**src/rtl/i2s_sum_collector_pkg.sv**
```systemverilog
// -----------------------------------------------------------------------------
// i2s_sum_collector_pkg
//   Shared definitions for the serial-sum collector: FSM state encoding,
//   default word width / skip count, and the bit-counter width helper.
// -----------------------------------------------------------------------------
package i2s_sum_collector_pkg;

  typedef enum logic [1:0] {
    ST_IDLE  = 2'd0,
    ST_SKIP  = 2'd1,
    ST_SHIFT = 2'd2
  } state_t;

  localparam int WIDTH_DEFAULT = 24;
  localparam int SKIP_DEFAULT  = 1;

  // Counter must reach WIDTH-1 (and SKIP-1); one spare bit keeps headroom.
  function automatic int cnt_width(input int width);
    return $clog2(width) + 1;
  endfunction

endpackage

```
**src/rtl/sum_fifo2.sv**
```systemverilog
// -----------------------------------------------------------------------------
// sum_fifo2
//   Two-entry first-word-fall-through FIFO. The head entry is always visible on
//   o_data; o_empty low means o_data is valid.
//   Ports:
//     clk, rst_n   clock, asynchronous active-low reset
//     i_push       write i_data (ignored when full unless popping the same edge)
//     i_pop        remove the head entry (ignored when empty)
//     i_data       write data, DW bits
//     o_data       head entry
//     o_full       both entries occupied
//     o_empty      no entries
// -----------------------------------------------------------------------------
module sum_fifo2 #(
  parameter int DW = 25
) (
  input  logic          clk,
  input  logic          rst_n,
  input  logic          i_push,
  input  logic          i_pop,
  input  logic [DW-1:0] i_data,
  output logic [DW-1:0] o_data,
  output logic          o_full,
  output logic          o_empty
);

  logic [DW-1:0] r_mem [2];
  logic          r_wr;
  logic          r_rd;
  logic [1:0]    r_cnt;
  logic          w_do_push;
  logic          w_do_pop;

  assign o_full    = (r_cnt == 2'd2);
  assign o_empty   = (r_cnt == 2'd0);
  assign o_data    = r_mem[r_rd];
  assign w_do_pop  = i_pop & ~o_empty;
  // When full, a write is only accepted if the head leaves on the same edge;
  // the freed slot is exactly the one r_wr points at.
  assign w_do_push = i_push & (~o_full | w_do_pop);

  always_ff @(posedge clk or negedge rst_n) begin
    if (!rst_n) begin
      r_mem[0] <= '0;
      r_mem[1] <= '0;
      r_wr     <= 1'b0;
      r_rd     <= 1'b0;
      r_cnt    <= 2'd0;
    end else begin
      if (w_do_push) begin
        r_mem[r_wr] <= i_data;
        r_wr        <= ~r_wr;
      end
      if (w_do_pop) begin
        r_rd <= ~r_rd;
      end
      case ({w_do_push, w_do_pop})
        2'b10:   r_cnt <= r_cnt + 2'd1;
        2'b01:   r_cnt <= r_cnt - 2'd1;
        default: r_cnt <= r_cnt;
      endcase
    end
  end

endmodule

```
**src/rtl/i2s_sum_collector.sv**
```systemverilog
// -----------------------------------------------------------------------------
// i2s_sum_collector
//   Captures an LSB-first serial sum word (one per ws transition) and
//   reassembles it into parallel words delivered through a 2-entry FWFT FIFO
//   with a valid/ready output. Single clock domain (sck).
//   Ports:
//     sck        bit clock, all state on posedge
//     reset      asynchronous active-low reset
//     ws         word select; any transition starts a frame
//     sd         serial data, LSB first
//     out_ready  consumer ready
//     out_valid  FIFO head holds a word
//     out_data   FIFO head word
//     out_chan   ws level captured at that word's frame start
//     overflow   sticky: completed word dropped (FIFO full)
//     short_frm  sticky: frame cut short by a ws transition
//     dbg_state  current FSM state (ST_IDLE/ST_SKIP/ST_SHIFT encoding)
//   Handshake: a word transfers on a posedge where out_valid & out_ready are
//   both high; out_data/out_chan are stable while out_valid & ~out_ready.
// -----------------------------------------------------------------------------
module i2s_sum_collector
  import i2s_sum_collector_pkg::*;
#(
  parameter int WIDTH = WIDTH_DEFAULT,
  parameter int SKIP  = SKIP_DEFAULT
) (
  input  logic             sck,
  input  logic             reset,
  input  logic             ws,
  input  logic             sd,
  input  logic             out_ready,
  output logic             out_valid,
  output logic [WIDTH-1:0] out_data,
  output logic             out_chan,
  output logic             overflow,
  output logic             short_frm,
  output logic [1:0]       dbg_state
);

  localparam int CW = cnt_width(WIDTH);
  localparam int IW = $clog2(WIDTH);

  state_t           r_state;
  logic             r_ws_q;
  logic [CW-1:0]    r_cnt;
  logic [WIDTH-1:0] r_shreg;
  logic             r_chan;
  logic             r_overflow;
  logic             r_short;

  state_t           w_state_nxt;
  logic [CW-1:0]    w_cnt_nxt;
  logic [WIDTH-1:0] w_shreg_nxt;
  logic [WIDTH-1:0] w_word;
  logic             w_chan_nxt;
  logic             w_start;
  logic             w_push;
  logic             w_short_set;
  logic             w_pop;
  logic             w_full;
  logic             w_empty;
  logic [WIDTH:0]   w_fifo_dout;

  assign w_start = (ws != r_ws_q);

  always_comb begin
    w_state_nxt = r_state;
    w_cnt_nxt   = r_cnt;
    w_shreg_nxt = r_shreg;
    w_chan_nxt  = r_chan;
    w_push      = 1'b0;
    w_short_set = 1'b0;
    // Shift register with the current sd bit merged at the counter position;
    // this is also the completed word on the last-bit edge.
    w_word                = r_shreg;
    w_word[r_cnt[IW-1:0]] = sd;

    case (r_state)
      ST_SKIP: begin
        if (r_cnt == CW'(SKIP - 1)) begin
          w_state_nxt = ST_SHIFT;
          w_cnt_nxt   = '0;
        end else begin
          w_cnt_nxt = r_cnt + 1'b1;
        end
      end
      ST_SHIFT: begin
        w_shreg_nxt = w_word;
        if (r_cnt == CW'(WIDTH - 1)) begin
          w_push      = 1'b1;
          w_state_nxt = ST_IDLE;
          w_cnt_nxt   = '0;
        end else begin
          w_cnt_nxt = r_cnt + 1'b1;
        end
      end
      default: ;
    endcase

    // A frame start overrides the state update above. If it coincides with
    // the last bit, the completed word is still pushed and the frame is not
    // considered short.
    if (w_start) begin
      if (r_state != ST_IDLE && !w_push) begin
        w_short_set = 1'b1;
      end
      w_state_nxt = (SKIP == 0) ? ST_SHIFT : ST_SKIP;
      w_cnt_nxt   = '0;
      w_shreg_nxt = '0;
      w_chan_nxt  = ws;
    end
  end

  always_ff @(posedge sck or negedge reset) begin
    if (!reset) begin
      r_state    <= ST_IDLE;
      r_ws_q     <= 1'b0;
      r_cnt      <= '0;
      r_shreg    <= '0;
      r_chan     <= 1'b0;
      r_overflow <= 1'b0;
      r_short    <= 1'b0;
    end else begin
      r_state <= w_state_nxt;
      r_ws_q  <= ws;
      r_cnt   <= w_cnt_nxt;
      r_shreg <= w_shreg_nxt;
      r_chan  <= w_chan_nxt;
      if (w_push && w_full && !w_pop) begin
        r_overflow <= 1'b1;
      end
      if (w_short_set) begin
        r_short <= 1'b1;
      end
    end
  end

  assign w_pop = ~w_empty & out_ready;

  sum_fifo2 #(
    .DW (WIDTH + 1)
  ) u_fifo (
    .clk     (sck),
    .rst_n   (reset),
    .i_push  (w_push),
    .i_pop   (w_pop),
    .i_data  ({r_chan, w_word}),
    .o_data  (w_fifo_dout),
    .o_full  (w_full),
    .o_empty (w_empty)
  );

  assign out_valid = ~w_empty;
  assign out_data  = w_fifo_dout[WIDTH-1:0];
  assign out_chan  = w_fifo_dout[WIDTH];
  assign overflow  = r_overflow;
  assign short_frm = r_short;
  assign dbg_state = r_state;

endmodule

```
**config.mk**
```make
export PLATFORM = sky130hd
export DESIGN_NAME = i2s_sum_collector
export DESIGN_NICKNAME = d
export VERILOG_FILES = /design/src/rtl/i2s_sum_collector_pkg.sv /design/src/rtl/sum_fifo2.sv /design/src/rtl/i2s_sum_collector.sv
export SDC_FILE = /design/constraint.sdc
export NUM_CORES = 1
export LEC_CHECK = 0
export CAP_MARGIN = 20
export CORE_ASPECT_RATIO = 0.7
export CORE_MARGIN = 2
export CORE_UTILIZATION = 53
export DETAILED_ROUTE_END_ITERATION = 16
export DONT_BUFFER_PORTS = 1
export GPL_ROUTABILITY_DRIVEN = 0
export PLACE_DENSITY = 0.73
export SYNTH_ARGS = -nofsm -noshare
export SYNTH_HDL_FRONTEND = slang
export SYNTH_SLANG_ARGS = --single-unit
export TNS_END_PERCENT = 30
```
**constraint.sdc**
```tcl
create_clock -name sck -period 2.2 [get_ports sck]
set_input_delay 0.33 -clock sck [delete_from_list [all_inputs] [get_ports sck]]
set_output_delay 0.33 -clock sck [all_outputs]
set_load 0.1 [all_outputs]
```
==> reports/qor.txt <==
Status - finished with violations
Failing checks - negative hold slack
Setup TNS - 0 ns
Syn Nets - 435
Fin nets - 453
Setup crit start kind - flip-flop
Count leader, synth - dfrtp_1
Sequential share of power - 40.3%
Final wirelength - 10090 µm
PwrDens - 896.8 nW/µm²
Area contributors post-synth - dfrtp_1 (50%), o21ai_0 (7.6%), mux2_2 (6.5%)
Routed via count - 3335
TritonCTS clock tree - built
FMAX - 503.0 MHz
Max-slew violations - 0
Combinational power share - 26.1%
Full die area - 9320 µm²
Post-DP Area - 5131 µm²
Dpl cells - 536
Ys async rst share - 100.0%
Final period util - 90.36%
Fill count - 621
P_sw - 1.579 mW
Post-route ant nets - 0
Cts bufs inserted - 9
Clk slew on worst S/H paths - 0.06 ns
Top-area cell type share of the netlist area - 49.68%
Die H - 81.38 µm
CTS Sinks - 90
Cell taking the most area after synthesis - dfrtp_1
Commonest cells post-synth - dfrtp_1 (90), o21ai_0 (69), nand2_1 (37)
Cell Area, Synth - 4533 µm²
Drt wl/cell - 18.28 µm
Cell variety after synth - 48
Int Power - 3.320 mW
ANT cells - 0
Die extent in x - 114.5 µm
Syn avg cell area - 10.67 µm²
Worst reg2reg startpoint - r_cnt[0]
Max Root-Sink Buffers - 2
Top_reg_cell synth - dfrtp_1
Initial Util - 54.14%
Vias in the first global route - 3309
Post-DP HPWL - 6611 µm
Hold Crit Class - in -> async
Peak supply drop - 0.4763 mV
Critical Path Fanout Max - 22
Synthesis warning total - 0
Critical Path End Type - output port
Data arrival time at the worst-slack endpoint - 1.66 ns
CTS root buf - clkbuf_16
Layout cells sized above 1 - 25.50%
Final Cell Area - 5463 µm²
DR iter-0 viols - 190
Max Cap Violations - 0
Area Growth Syn to Fin - 20.51%
Clock power share - 33.5%
R2r setup slk - 0.22 ns
Switch share - 32.23%
FP Rows - 28
Slew margin rel. - 33.86%
Residual DRC - 0
Initial antenna violation count - 0
Reg2Reg Capture Point - u_fifo.r_mem[31]
Core box area - 8373 µm²
Critical path class - reg -> out
Fin cells - 552
RSZ-0062 raised after global routing - no
Synthesized netlist cell count - 425
CP required - 1.87 ns
Leakage - 2.414 nW
Largest net degree at the start of global routing - 91
Final Hold Vio Count - 90
I/O Buffers - 0
First-pass GRT wire length - 17000 µm
Clk_lat worst skew - 0.34 ns
Slew @ Worst Pin - 0.9921 ns
Worst r2r path cells - 6
Hold_ws - -0.3212 ns
Htree depth - 3
Total gr overflow - 0
Share of the yosys chip area belonging to registers - 49.68%
Post-synth EDFFs - 0
Via density - 6.042
Setup violations, final - 0
Skew final - 0.007970 ns
Num ports - 35
Global Route Usage Sum - 23.85%
Synth Register Bits - 90
TritonRoute pass-1 iters - 5
Crit path time final - 1.988 ns
[cells in the final DEF, fill, tap and decap left out, types with 2 or more instances in the layout]
cell	Yosys	routed
nor2_1	31	31
a211oi_1	22	22
xnor2_1	6	6
and4bb_2	8	8
o21ai_1	10	10
mux2i_1	24	24
nand4b_4	2	2
nor4b_2	3	3
mux2_2	26	26
buf_12	0	27
nand2b_1	4	4
clkbuf_16	0	9
buf_4	4	17
or2_2	3	3
inv_1	2	2
a21oi_1	6	6
dfrtp_2	0	2
bufinv_16	0	2
nand2_1	37	37
o21ai_0	69	69
dfrtp_1	90	88
xor2_1	3	2
nand3_1	6	6
nand4b_1	6	6
nor3_2	2	2
ha_1	5	4
[final cells by class]
| type | count | area, µm² | share of cell area [%] |
|---|---|---|---|
| clock inverters | 4 | 76.32 | 1.397 |
| repair buffers | 45 | 678.2 | 12.41 |
| inverters | 2 | 7.507 | 0.1374 |
| flip-flops and latches | 90 | 2255 | 41.27 |
| multi-input cells | 295 | 2072 | 37.93 |
| clock buffers | 11 | 242.7 | 4.443 |
| well taps | 105 | 131.4 | 2.405 |
[per-layer routing]
layer / share of wire (%) / track usage (%)
met1: 45 / 32.03
met2: 46 / 38.28
met3: 7.4 / 6.194
met4: 1.1 / 7.561
met5: 0 / 0
[what timing repair did]
action | in CTS | in global routing
endpoints found under the setup margin | 0 | 3
hold endpoints to repair | 90 | 91
gates resized for setup | 0 | 1
setup buffers | 0 | 0
[worst max-delay path: stages, from the launching register on]
cell     delay [ns]
dfrtp_1        0.51
buf_12         0.23
mux2_2         0.39
buf_12         0.17
[metrics by stage]
stage	utilization, %	hold WS, ns	setup WS [ns]	total power, mW
6_report	65.24	-0.3212	0.2120	4.899
5_1_grt	65.24	-0.3380	0.03734	5.125
3_3_place_gp	61.28	0.03727	0.3354	3.220
4_1_cts	65.09	-0.3297	0.1477	4.915
2_1_floorplan	-	0.03441	0.01134	2.950
3_5_place_dp	61.28	0.03679	0.1679	3.259
[flip-flops by register name, indices dropped and copies added, names as in the netlist]
| register | cells |
|---|---|
| short_frm | 1 |
| r_shreg | 24 |
| dbg_state | 2 |
| r_chan | 1 |
| r_ws_q | 1 |
| overflow | 1 |
| u_fifo.r_cnt | 2 |
| u_fifo.r_wr | 1 |
| r_cnt | 6 |
| u_fifo.r_rd | 1 |
| u_fifo.r_mem | 50 |
[kinds of logic after synthesis]
logic type / count (synthesis) / share of synthesized area, %
buffers and inverters: 40 / 4.886
XOR/XNOR: 9 / 1.739
AO/OA/AOI/OAI: 114 / 14.33
multiplexers: 51 / 12.09
adder cells (fa/ha/maj): 5 / 1.380
AND/OR/NAND/NOR: 116 / 15.90
flip-flops: 90 / 49.68
[power by group through the flow]
stage / combinational (mW) / clock (mW) / sequential [mW]
finish: 1.28 / 1.64 / 1.98
global route: 1.38 / 1.74 / 2.00
CTS: 1.27 / 1.67 / 1.97
detailed placement: 1.26 / 0 / 2.00
global placement: 1.24 / 0 / 1.98
floorplan: 0.921 / 0 / 2.03
[how the worst max path moves through the flow]
stage                      start               end  slack (ns)  depth (start not counted)
finish               u_fifo.r_rd      out_data[20]        0.21                          3
global route            r_cnt[0]  u_fifo.r_mem[31]        0.04                          6
CTS                     r_cnt[0]  u_fifo.r_mem[31]        0.15                          6
detailed placement      r_cnt[0]  u_fifo.r_mem[31]        0.17                          6
global placement        r_cnt[0]  u_fifo.r_mem[37]        0.34                          6
floorplan           dbg_state[1]   u_fifo.r_cnt[1]        0.01                          7
Power figures use the tool's default switching activity.
